**src/rtl/alu_param_seq.sv**
```systemverilog
// Sequential ALU: single-cycle add/sub/logic/compare plus iterative shift-add multiply and
// restoring divide behind a start/done handshake. Define ALU_SIGNED_EN for signed MUL/DIV/SLT.
module alu_param_seq #(
    parameter int WIDTH    = 16,
    parameter int MUL_STEP = 1
) (
    input  logic             clk,
    input  logic             reset,
    input  logic             start,
    input  logic [2:0]       opcode,
    input  logic [WIDTH-1:0] a,
    input  logic [WIDTH-1:0] b,
`ifdef ALU_SIGNED_EN
    input  logic             op_signed,
`endif
    output logic [WIDTH-1:0] result_low,
    output logic [WIDTH-1:0] result_high,
    output logic             busy,
    output logic             done,
    output logic             div_by_zero
);

    localparam logic [2:0] OP_ADD = 3'b000;
    localparam logic [2:0] OP_SUB = 3'b001;
    localparam logic [2:0] OP_MUL = 3'b010;
    localparam logic [2:0] OP_DIV = 3'b011;
    localparam logic [2:0] OP_AND = 3'b100;
    localparam logic [2:0] OP_OR  = 3'b101;
    localparam logic [2:0] OP_XOR = 3'b110;
    localparam logic [2:0] OP_SLT = 3'b111;

    localparam int CW = $clog2(WIDTH + 1);
    localparam logic [CW-1:0] MUL_LAST = CW'(WIDTH / MUL_STEP - 1);
    localparam logic [CW-1:0] DIV_LAST = CW'(WIDTH - 1);

    typedef enum logic [2:0] {
        S_IDLE, S_EXEC, S_MUL, S_DIV, S_FIX, S_FIN
    } state_t;

`ifdef ALU_SIGNED_EN
    localparam state_t ITER_DONE = S_FIX;
`else
    localparam state_t ITER_DONE = S_FIN;
`endif

    state_t state, state_next;

    logic             sgn_in;
    logic             accept, load_result;
    logic             a_neg, b_neg;
    logic [WIDTH-1:0] mag_a, mag_b;

    logic [WIDTH-1:0] op_a, op_b, opnd, hi, lo;
    logic [2:0]       op_code;
    logic             op_sgn, neg_q, neg_r;
    logic [CW-1:0]    cnt;

`ifdef ALU_SIGNED_EN
    assign sgn_in = op_signed;
`else
    assign sgn_in = 1'b0;
`endif

    // Handshake: start is a request taken only in IDLE (accept); done is a one-cycle
    // response whose results stay stable until the following done.
    assign accept = (state == S_IDLE) && start;
    assign a_neg  = sgn_in & a[WIDTH-1];
    assign b_neg  = sgn_in & b[WIDTH-1];
    assign mag_a  = a_neg ? (~a + 1'b1) : a;
    assign mag_b  = b_neg ? (~b + 1'b1) : b;

    always_ff @(posedge clk or negedge reset) begin
        if (!reset) state <= S_IDLE;
        else        state <= state_next;
    end

    always_comb begin
        state_next = state;
        case (state)
            S_IDLE: begin
                if (start) begin
                    case (opcode)
                        OP_MUL:  state_next = S_MUL;
                        OP_DIV:  state_next = (b == '0) ? S_EXEC : S_DIV;
                        default: state_next = S_EXEC;
                    endcase
                end
            end
            S_MUL:   if (cnt == MUL_LAST) state_next = ITER_DONE;
            S_DIV:   if (cnt == DIV_LAST) state_next = ITER_DONE;
            S_FIX:   state_next = S_FIN;
            S_EXEC:  state_next = S_IDLE;
            S_FIN:   state_next = S_IDLE;
            default: state_next = S_IDLE;
        endcase
    end

    always_comb begin
        busy        = (state != S_IDLE);
        load_result = (state == S_EXEC) || (state == S_FIN);
    end

    // Single-cycle results, computed from the latched operands.
    logic [WIDTH:0]   sum_ext, diff_ext;
    logic [WIDTH-1:0] exec_low, exec_high;
    logic             lt;

    always_comb begin
        sum_ext   = {1'b0, op_a} + {1'b0, op_b};
        diff_ext  = {1'b0, op_a} - {1'b0, op_b};
        lt        = op_sgn ? ($signed(op_a) < $signed(op_b)) : (op_a < op_b);
        exec_low  = '0;
        exec_high = '0;
        case (op_code)
            OP_ADD: begin
                exec_low  = sum_ext[WIDTH-1:0];
                exec_high = {{(WIDTH-1){1'b0}}, sum_ext[WIDTH]};
            end
            OP_SUB: begin
                exec_low  = diff_ext[WIDTH-1:0];
                exec_high = {WIDTH{diff_ext[WIDTH]}};
            end
            OP_DIV: begin
                exec_low  = '1;
                exec_high = op_a;
            end
            OP_AND:  exec_low = op_a & op_b;
            OP_OR:   exec_low = op_a | op_b;
            OP_XOR:  exec_low = op_a ^ op_b;
            OP_SLT:  exec_low = {{(WIDTH-1){1'b0}}, lt};
            default: exec_low = '0;
        endcase
    end

    // Multiply step: hi accumulates, lo shifts the multiplier out and product bits in.
    logic [MUL_STEP-1:0]         mul_digit;
    logic [WIDTH+MUL_STEP-1:0]   mul_partial, mul_sum;
    logic [2*WIDTH+MUL_STEP-1:0] mul_wide;
    logic [WIDTH-1:0]            mul_hi_next, mul_lo_next;

    always_comb begin
        mul_digit   = lo[MUL_STEP-1:0];
        mul_partial = {{MUL_STEP{1'b0}}, opnd} * {{WIDTH{1'b0}}, mul_digit};
        mul_sum     = {{MUL_STEP{1'b0}}, hi} + mul_partial;
        mul_wide    = {mul_sum, lo};
        mul_hi_next = mul_wide[2*WIDTH+MUL_STEP-1:WIDTH+MUL_STEP];
        mul_lo_next = mul_wide[WIDTH+MUL_STEP-1:MUL_STEP];
    end

    // Restoring divide step: hi is the partial remainder, lo shifts dividend out / quotient in.
    logic [WIDTH:0]   div_shift;
    logic [WIDTH+1:0] div_trial;
    logic [WIDTH-1:0] div_rem_next, div_q_next;

    always_comb begin
        div_shift = {hi, lo[WIDTH-1]};
        div_trial = {1'b0, div_shift} - {2'b00, opnd};
        if (!div_trial[WIDTH+1]) begin
            div_rem_next = div_trial[WIDTH-1:0];
            div_q_next   = {lo[WIDTH-2:0], 1'b1};
        end else begin
            div_rem_next = div_shift[WIDTH-1:0];
            div_q_next   = {lo[WIDTH-2:0], 1'b0};
        end
    end

    logic [2*WIDTH-1:0] prod_neg;
    assign prod_neg = ~{hi, lo} + 1'b1;

    always_ff @(posedge clk or negedge reset) begin
        if (!reset) begin
            op_a        <= '0;
            op_b        <= '0;
            op_code     <= '0;
            op_sgn      <= 1'b0;
            opnd        <= '0;
            hi          <= '0;
            lo          <= '0;
            cnt         <= '0;
            neg_q       <= 1'b0;
            neg_r       <= 1'b0;
            result_low  <= '0;
            result_high <= '0;
            done        <= 1'b0;
            div_by_zero <= 1'b0;
        end else begin
            done <= load_result;
            if (accept) begin
                op_a        <= a;
                op_b        <= b;
                op_code     <= opcode;
                op_sgn      <= sgn_in;
                div_by_zero <= 1'b0;
                cnt         <= '0;
                neg_q       <= a_neg ^ b_neg;
                neg_r       <= a_neg;
                hi          <= '0;
                if (opcode == OP_MUL) begin
                    opnd <= mag_a;
                    lo   <= mag_b;
                end else begin
                    opnd <= mag_b;
                    lo   <= mag_a;
                end
            end
            case (state)
                S_MUL: begin
                    hi  <= mul_hi_next;
                    lo  <= mul_lo_next;
                    cnt <= cnt + 1'b1;
                end
                S_DIV: begin
                    hi  <= div_rem_next;
                    lo  <= div_q_next;
                    cnt <= cnt + 1'b1;
                end
                S_FIX: begin
                    if (op_code == OP_MUL) begin
                        if (neg_q) {hi, lo} <= prod_neg;
                    end else begin
                        if (neg_q) lo <= ~lo + 1'b1;
                        if (neg_r) hi <= ~hi + 1'b1;
                    end
                end
                S_EXEC: begin
                    result_low  <= exec_low;
                    result_high <= exec_high;
                    if (op_code == OP_DIV) div_by_zero <= 1'b1;
                end
                S_FIN: begin
                    result_low  <= lo;
                    result_high <= hi;
                end
                default: ;
            endcase
        end
    end

endmodule

```
**config.mk**
```make
export PLATFORM = sky130hd
export DESIGN_NAME = alu_param_seq
export DESIGN_NICKNAME = d
export VERILOG_FILES = /design/src/rtl/alu_param_seq.sv
export SDC_FILE = /design/constraint.sdc
export NUM_CORES = 1
export LEC_CHECK = 0
export ABC_AREA = 1
export CORE_UTILIZATION = 55
export CTS_CLUSTER_DIAMETER = 150
export DETAILED_ROUTE_END_ITERATION = 12
export GPL_ROUTABILITY_DRIVEN = 0
export GPL_TIMING_DRIVEN = 0
export PLACE_DENSITY = 0.75
export SYNTH_ARGS = -nofsm -noshare
export SYNTH_HDL_FRONTEND = slang
export SYNTH_SLANG_ARGS = --single-unit
```
**constraint.sdc**
```tcl
create_clock -name clk -period 3.1 [get_ports clk]
set_input_delay 0.62 -clock clk [delete_from_list [all_inputs] [get_ports clk]]
set_output_delay 0.62 -clock clk [all_outputs]
set_load 0.01 [all_outputs]
```
==> results of run 1 <==
-- metrics by stage --
step	total power [mW]	setup WS, ns	utilization [%]	cell area [um2]	std cells
3_3_place_gp	13.14	-3.534	62.11	11700	1861
6_report	15.71	0.3574	65.37	12310	1893
2_1_floorplan	10.26	0.6674	-	10650	1529
3_5_place_dp	13.39	0.08723	62.26	11720	1862
5_1_grt	16.92	0.1240	65.37	12310	1893
4_1_cts	15.43	0.05650	65.38	12310	1894
-- registers in the layout (all words and copies together) (netlist names) --
name,cells
done,1
opnd,16
div_by_zero,1
state,3
op_code,3
result_low,16
op_a,16
cnt,5
result_high,16
op_b,16
hi,16
lo,16
-- where the power goes --
part / total [mW] / switching, mW / leakage [nW] / internal, mW
combinational: 10.4 / 6.73 / 4.36 / 3.70
clock: 2.00 / 0.844 / 0.287 / 1.16
sequential: 3.28 / 0.856 / 1.52 / 2.43
total: 15.7 / 8.43 / 6.17 / 7.28
-- cells in the mapped netlist, drive strengths merged, types with 9 or more instances --
| library cell | instances | area share [%] |
|---|---|---|
| a21oi | 154 | 7.8 |
| a22oi | 16 | 1.1 |
| a31oi | 15 | 0.88 |
| buf | 38 | 2.4 |
| clkbuf | 22 | 1.1 |
| dfrtp | 125 | 29 |
| ha | 91 | 11 |
| inv | 210 | 7.4 |
| nand2 | 355 | 13 |
| nand3 | 101 | 5.2 |
| nand4 | 10 | 0.59 |
| nor2 | 137 | 5.2 |
| nor3 | 14 | 0.81 |
| o211ai | 9 | 0.63 |
| o21ai | 146 | 7.2 |
| o22ai | 19 | 1.1 |
-- worst register-to-register path, cell delays in order, from the launching register on --
cell	delay, ns
dfrtp_2	0.48
clkbuf_2	0.27
nand2_1	0.09
inv_1	0.06
ha_1	0.18
inv_1	0.10
fa_1	0.37
inv_1	0.10
nand3_1	0.07
nand2_1	0.14
a21boi_0	0.16
inv_1	0.14
nand3b_1	0.09
nand2_1	0.10
a21oi_1	0.06
o21ai_0	0.09
nand3_1	0.11
-- cell type report --
cell class                      instances  area, um2  share of cell area (%)
Inverter                              212      797.0                   6.475
Clock buffer                           18      439.2                   3.568
Tap cell                              260      325.3                   2.643
Timing Repair Buffer                   73      749.5                   6.089
Sequential cell                       125       3129                   25.42
Buffer                                 61      391.6                   3.182
Clock inverter                         14      147.6                   1.199
Multi-Input combinational cell       1130       6330                   51.42
-- per-layer routing --
layer / vias to the layer above / share of wire, % / global-route usage, %
li1: 5241 / - / -
met1: 5145 / 43 / 51.00
met2: 606 / 44 / 55.76
met3: 89 / 10 / 5.842
met4: 0 / 3.3 / 13.39
met5: - / 0 / 0
-- cell families (layout without fill, tap and decap cells) --
group                      count (synthesis)  after routing
xor gates and xnor gates                  12             12
buffers and inverters                    274            378
DFF                                      125            125
and+or+nand+nor                          635            635
AOI/OAI and AO/OA                        387            387
muxes                                      1              1
adders and majority gates                 95             95
-- worst max-delay path by stage --
stage / slack, ns / endpoint / cells past startpoint / start
detailed placement: 0.09 / hi[13]$_DFFE_PN0P_ / 17 / lo[0]$_DFFE_PN0P_
finish: 0.36 / hi[13]$_DFFE_PN0P_ / 16 / lo[0]$_DFFE_PN0P_
global placement: -3.53 / result_low[10]$_DFFE_PN0P_ / 1 / reset
floorplan: 0.67 / hi[13]$_DFFE_PN0P_ / 17 / lo[0]$_DFFE_PN0P_
global route: 0.12 / hi[13]$_DFFE_PN0P_ / 16 / lo[0]$_DFFE_PN0P_
CTS: 0.06 / hi[13]$_DFFE_PN0P_ / 17 / lo[0]$_DFFE_PN0P_
==> flow_summary_export.csv, run 1 <==
group,metric,value,unit
run_status,run_status,"finished, final reports clean",
floorplan,dieArea,0.01992,mm2
worst_setup_path,slowest_delay,0.48,ns
final_layout,synthToLayoutAreaGrowth,15.59,%
detailed_routing,wl_per_cell,18.50,um
detailed_routing,drtIter0Drc,1291,
cts,cts_resized,0,
final_layout,antenna_cells,0,
worst_setup_path,critPathKind,"reg2reg",
logic_synthesis,syn_avg_cell_area,6.965,um2
global_route,grt_max_degree,91,
detailed_routing,num_vias,11080,
final_layout,drive_above_1_share,10.04,%
cts,ctsHoldBuffers,0,
detailed_routing,routed_via_density,5.854,
floorplan,die_x,141.1,um
timing,clock_skew,0.008124,ns
timing,max_slew.worst_pin.slew,0.7938,ns
detailed_routing,ant_nets,0,
worst_setup_path,crit_fanout,10,
logic_synthesis,synth_cells,1529,
logic_synthesis,synth_area,0.01065,mm2
floorplan,initial_utilization,56.55,%
final_layout,final_cell_mix,"nand2_1 (338), inv_1 (194), a21oi_1 (139), nor2_1 (126)",
power,p_per_area,1276,mW/mm2
worst_setup_path,r2r_start,"lo[0]$_DFFE_PN0P_",
floorplan,ios,73,
worst_setup_path,critical-path-top-delay-family,"buffers and inverters",
job,max_cap_violations,0,
cts,clkTransAtPathRegs,0.07,ns
detailed_routing,drtPass1Iterations,7,
detailed_routing,wirelength,35010,um
cts,clk_root_buffer_cell,"clkbuf_16",
cts,clk_latency,0.43,ns
floorplan,rows,50,
logic_synthesis,synth.distinct_cells,60,
detailed_routing,drc,0,
logic_synthesis,synth_edf_count,0,
worst_setup_path,cpMaxStageDelayCell,"dfrtp_2",
timing,whs,0.07560,ns
global_route,track_usage,36.16,%
logic_synthesis,yosys.area_share.simple,25.91,%
timing,fin_crit_sh,88.47,%
worst_setup_path,worstSetupEndpointType,"register",
worst_setup_path,path_cells,"clkbuf_2 > nand2_1 > inv_1 > ha_1 > inv_1 > fa_1 > inv_1 > nand3_1 > nand2_1 > a21boi_0 > inv_1 > nand3b_1 > nand2_1 > a21oi_1 > o21ai_0 > nand3_1",
logic_synthesis,synth_top_family_by_area,"simple AND/OR/NAND/NOR gates",
timing,finalHoldViolCount,0,
worst_setup_path,r2r_setup_slack,0.36,ns
logic_synthesis,ys_ff_latch,125,
worst_setup_path,path_buf_inv,5,
logic_synthesis,synthMuxAreaShare,0.1057,%
global_route,antenna_found_initial,0,
global_route,grt_pass1_wl,54580,um
worst_setup_path,critPathRequiredTime,3.40,ns
timing,max_freq,364.6,MHz
cts,clk_path_buf_depth,2,
cts,post_cts.repair.setup_buffers,0,
final_layout,layout.nets,1753,
power,power.leakage,6.166,nW
floorplan,die_h,141.1,um
timing,final.setup.tns,0,ns
timing,setup_viol,0,
final_layout,final_common_cell,"nand2_1",
min_path,hp-class,"in2async",
power,ir_drop,0.5805,mV
worst_setup_path,r2r_cells,16,
logic_synthesis,async_flop_share,100.0,%
placed_design,port-buffer-count,72,
logic_synthesis,seq_area_frac_synth,29.37,%
worst_setup_path,reg2reg_to,"hi[13]$_DFFE_PN0P_",
worst_setup_path,arrival,3.05,ns
cts,numClockSinks,125,
logic_synthesis,synth_xor_area_share,0.9870,%
cts,tritoncts,"yes",
global_route,grt_pass1_vias,10120,
floorplan,core-area,0.01883,mm2
timing,rsz0062_at_grt,"false",
final_layout,nFillCells,1688,
logic_synthesis,ys_warn_count,0,
cts,htree_levels,4,
worst_setup_path,crit_top_cell,"inv_1",
logic_synthesis,synthAdderAreaFrac,11.44,%
logic_synthesis,synthFlopType,"dfrtp_1",
timing,drv_slew,0,
placed_design,post-dp-hpwl,28140,um
logic_synthesis,synth_compound_area_share,21.00,%
timing,min_period,2.743,ns
timing,slew_headroom,47.08,%
logic_synthesis,syn_nets,1662,
cts,cts_made_buffers,17,
worst_setup_path,crit_path_start_kind,"register",
global_route,overflow,0,
(Power assumes the default switching activity.)
==> run 2: changes to the inputs <==
- CTS_CLUSTER_DIAMETER: 150 -> not set
- PLACE_DENSITY: 0.75 -> 0.78
- clock period: 3.1 -> 2.3 ns (I/O delays scaled with it)
==> flow_summary_export.csv, run 2 (same netlist as run 1, synthesis figures left out) <==
group,metric,value,unit
power,finalPower,22.41,mW
cts,clk_path_buf_depth,2,
power,p_int,10.45,mW
cts,htree_levels,4,
worst_setup_path,cpMaxStageDelayCell,"dfrtp_1",
global_route,track_usage,36.83,%
min_path,hp-class,"in2async",
timing,finalHoldViolCount,0,
power,p_seq_share,19.9,%
worst_setup_path,critPathRequiredTime,2.64,ns
floorplan,die_h,141.1,um
detailed_routing,drtIter0Drc,1445,
timing,slew_headroom,53.21,%
final_layout,fin_area,0.01285,mm2
detailed_routing,routed_via_density,6.009,
timing,clock_skew,0.007592,ns
timing,fin_ws,0.05480,ns
placed_design,postPlaceCellArea,0.01173,mm2
placed_design,place_ws,-0.3898,ns
power,power_frac_comb,68.3,%
detailed_routing,wirelength,36950,um
global_route,grt_pass1_vias,10550,
detailed_routing,dr_wl_met3,4071,um
final_layout,layout.nets,1773,
power,pwr-share-clk,11.8,%
worst_setup_path,cp_num_cells,12,
cts,clkTransAtPathRegs,0.06,ns
floorplan,dieArea,0.01992,mm2
power,power.leakage,6.264,nW
run_status,run_status,"finished, final reports clean",
placed_design,post-dp-hpwl,28300,um
final_layout,synthToLayoutAreaGrowth,20.70,%
detailed_routing,ant_nets,0,
placed_design,dp.cells,1862,
power,p_switching,11.96,mW
final_layout,drive_above_1_share,16.64,%
final_layout,final_common_cell,"nand2_1",
timing,setup_viol,0,
job,max_cap_violations,0,
timing,min_period,2.245,ns
timing,max_freq,445.4,MHz
cts,cts_made_buffers,17,
floorplan,rows,50,
final_layout,final_cell_mix,"nand2_1 (326), inv_1 (182), a21oi_1 (128), nor2_1 (117), o21ai_0 (115)",
detailed_routing,route.met2.wl,16490,um
global_route,overflow,0,
worst_setup_path,critPathKind,"reg2reg",
timing,final.setup.tns,0,ns
power,swShare,53.36,%
detailed_routing,drtPass1Iterations,6,
worst_setup_path,path_cells,"inv_1 > ha_2 > inv_1 > a21oi_4 > nand3_2 > nand2_1 > nand2_1 > nand2_1 > nand3_1 > nand4_1 > nand2_1 > a21oi_1",
final_layout,instances_no_fill,1913,
cts,tritoncts,"yes",
timing,fin_crit_sh,97.62,%
worst_setup_path,path_buf_inv,2,
placed_design,port-buffer-count,72,
worst_setup_path,critical-path-top-delay-family,"simple AND/OR/NAND/NOR gates",
timing,drv_slew,0,
worst_setup_path,crit_fanout,7,
floorplan,die_x,141.1,um
worst_setup_path,arrival,2.59,ns
power,ir_drop,1.153,mV
worst_setup_path,crit_path_start_kind,"register",
worst_setup_path,crit_top_cell,"nand2_1",
floorplan,initial_utilization,56.55,%
final_layout,antenna_cells,0,
cts,numClockSinks,125,
floorplan,core-area,0.01883,mm2
detailed_routing,wl_per_cell,19.31,um
global_route,antenna_found_initial,0,
detailed_routing,drc,0,
worst_setup_path,worstSetupEndpointType,"register",
timing,rsz0062_at_grt,"true",
floorplan,ios,73,
cts,clk_root_buffer_cell,"clkbuf_16",
power,p_per_area,1743,mW/mm2
worst_setup_path,r2r_cells,12,
detailed_routing,m1WireLength,14620,um
detailed_routing,highest_layer,"met4",
global_route,grt_pass1_wl,55830,um
global_route,grt_max_degree,90,
worst_setup_path,slowest_delay,0.44,ns
timing,max_slew.worst_pin.slew,0.7018,ns
cts,clk_latency,0.43,ns
detailed_routing,num_vias,11500,
run 2: changes by cell type in the layout (fill, tap and decap cells not counted), moves of 9 or more:
cell	delta
ha_4	+12
o21ai_0	-9
nand2_2	+11
nand2_1	-12
ha_2	+9
ha_1	-21
dfrtp_1	-13
a21oi_2	+11
buf_4	+15
inv_2	+11
nor2_1	-9
a21oi_1	-11
inv_1	-12
dfrtp_2	+13
run 2: per-stage QoR:
stage | hold slack (ns) | util (%)
after floorplan | 0.1644 | -
after global placement | 0.4747 | 62.12
after detailed placement | 0.3825 | 62.27
after CTS | 0.5058 | 65.95
after global routing | 0.5203 | 68.26
final | 0.4972 | 68.26
run 2: timing repair:
item                                    4_1_cts  5_1_grt
endpoints found under the setup margin       24       43
resized for setup                            19      104
setup buffers                                 6        9
hold buffers                                  1        0
cloned                                        2        1
pin swaps                                     2        9
hold endpoints to repair                     36        0
run 2: routing by layer:
metal	global-route usage [%]	vias up
met3	6.963	144
met5	0	-
met4	18.02	0
met1	49.41	5313
met2	57.06	751
li1	-	5287
run 2: final cells by class:
class                   count  area [um2]
inverters                 212       799.5
plain buffers              62       422.9
multi-input cells        1130        6678
fillers                  1610        5977
flip-flops and latches    125        3146
repair buffers             92       909.6
well taps                 260       325.3
clock inverters            14       133.9
clock buffers              18       439.2
run 2: worst paths after layout:
| path | startpoint | endpoint | slack [ns] |
|---|---|---|---|
| setup / recovery | op_b[5]$_DFFE_PN0P_ | result_low[8]$_DFFE_PN0P_ | 0.05 |
| max in group asynchronous | reset | op_b[4]$_DFFE_PN0P_ | 1.00 |
| hold / removal | reset | hi[13]$_DFFE_PN0P_ | 0.50 |
| hold reg to reg | cnt[0]$_DFFE_PN0P_ | cnt[0]$_DFFE_PN0P_ | 0.51 |
| min in group clk | cnt[0]$_DFFE_PN0P_ | cnt[0]$_DFFE_PN0P_ | 0.51 |
| setup reg to reg | op_b[5]$_DFFE_PN0P_ | result_low[8]$_DFFE_PN0P_ | 0.05 |
run 2: power by group through the flow:
| stage | registers [mW] | clock network (mW) | logic, mW |
|---|---|---|---|
| CTS | 4.35 | 2.62 | 14.0 |
| global route | 4.56 | 2.73 | 16.7 |
| global placement | 4.35 | 0 | 13.3 |
| detailed placement | 4.39 | 0 | 13.7 |
| floorplan | 4.16 | 0 | 9.67 |
| finish | 4.47 | 2.63 | 15.3 |
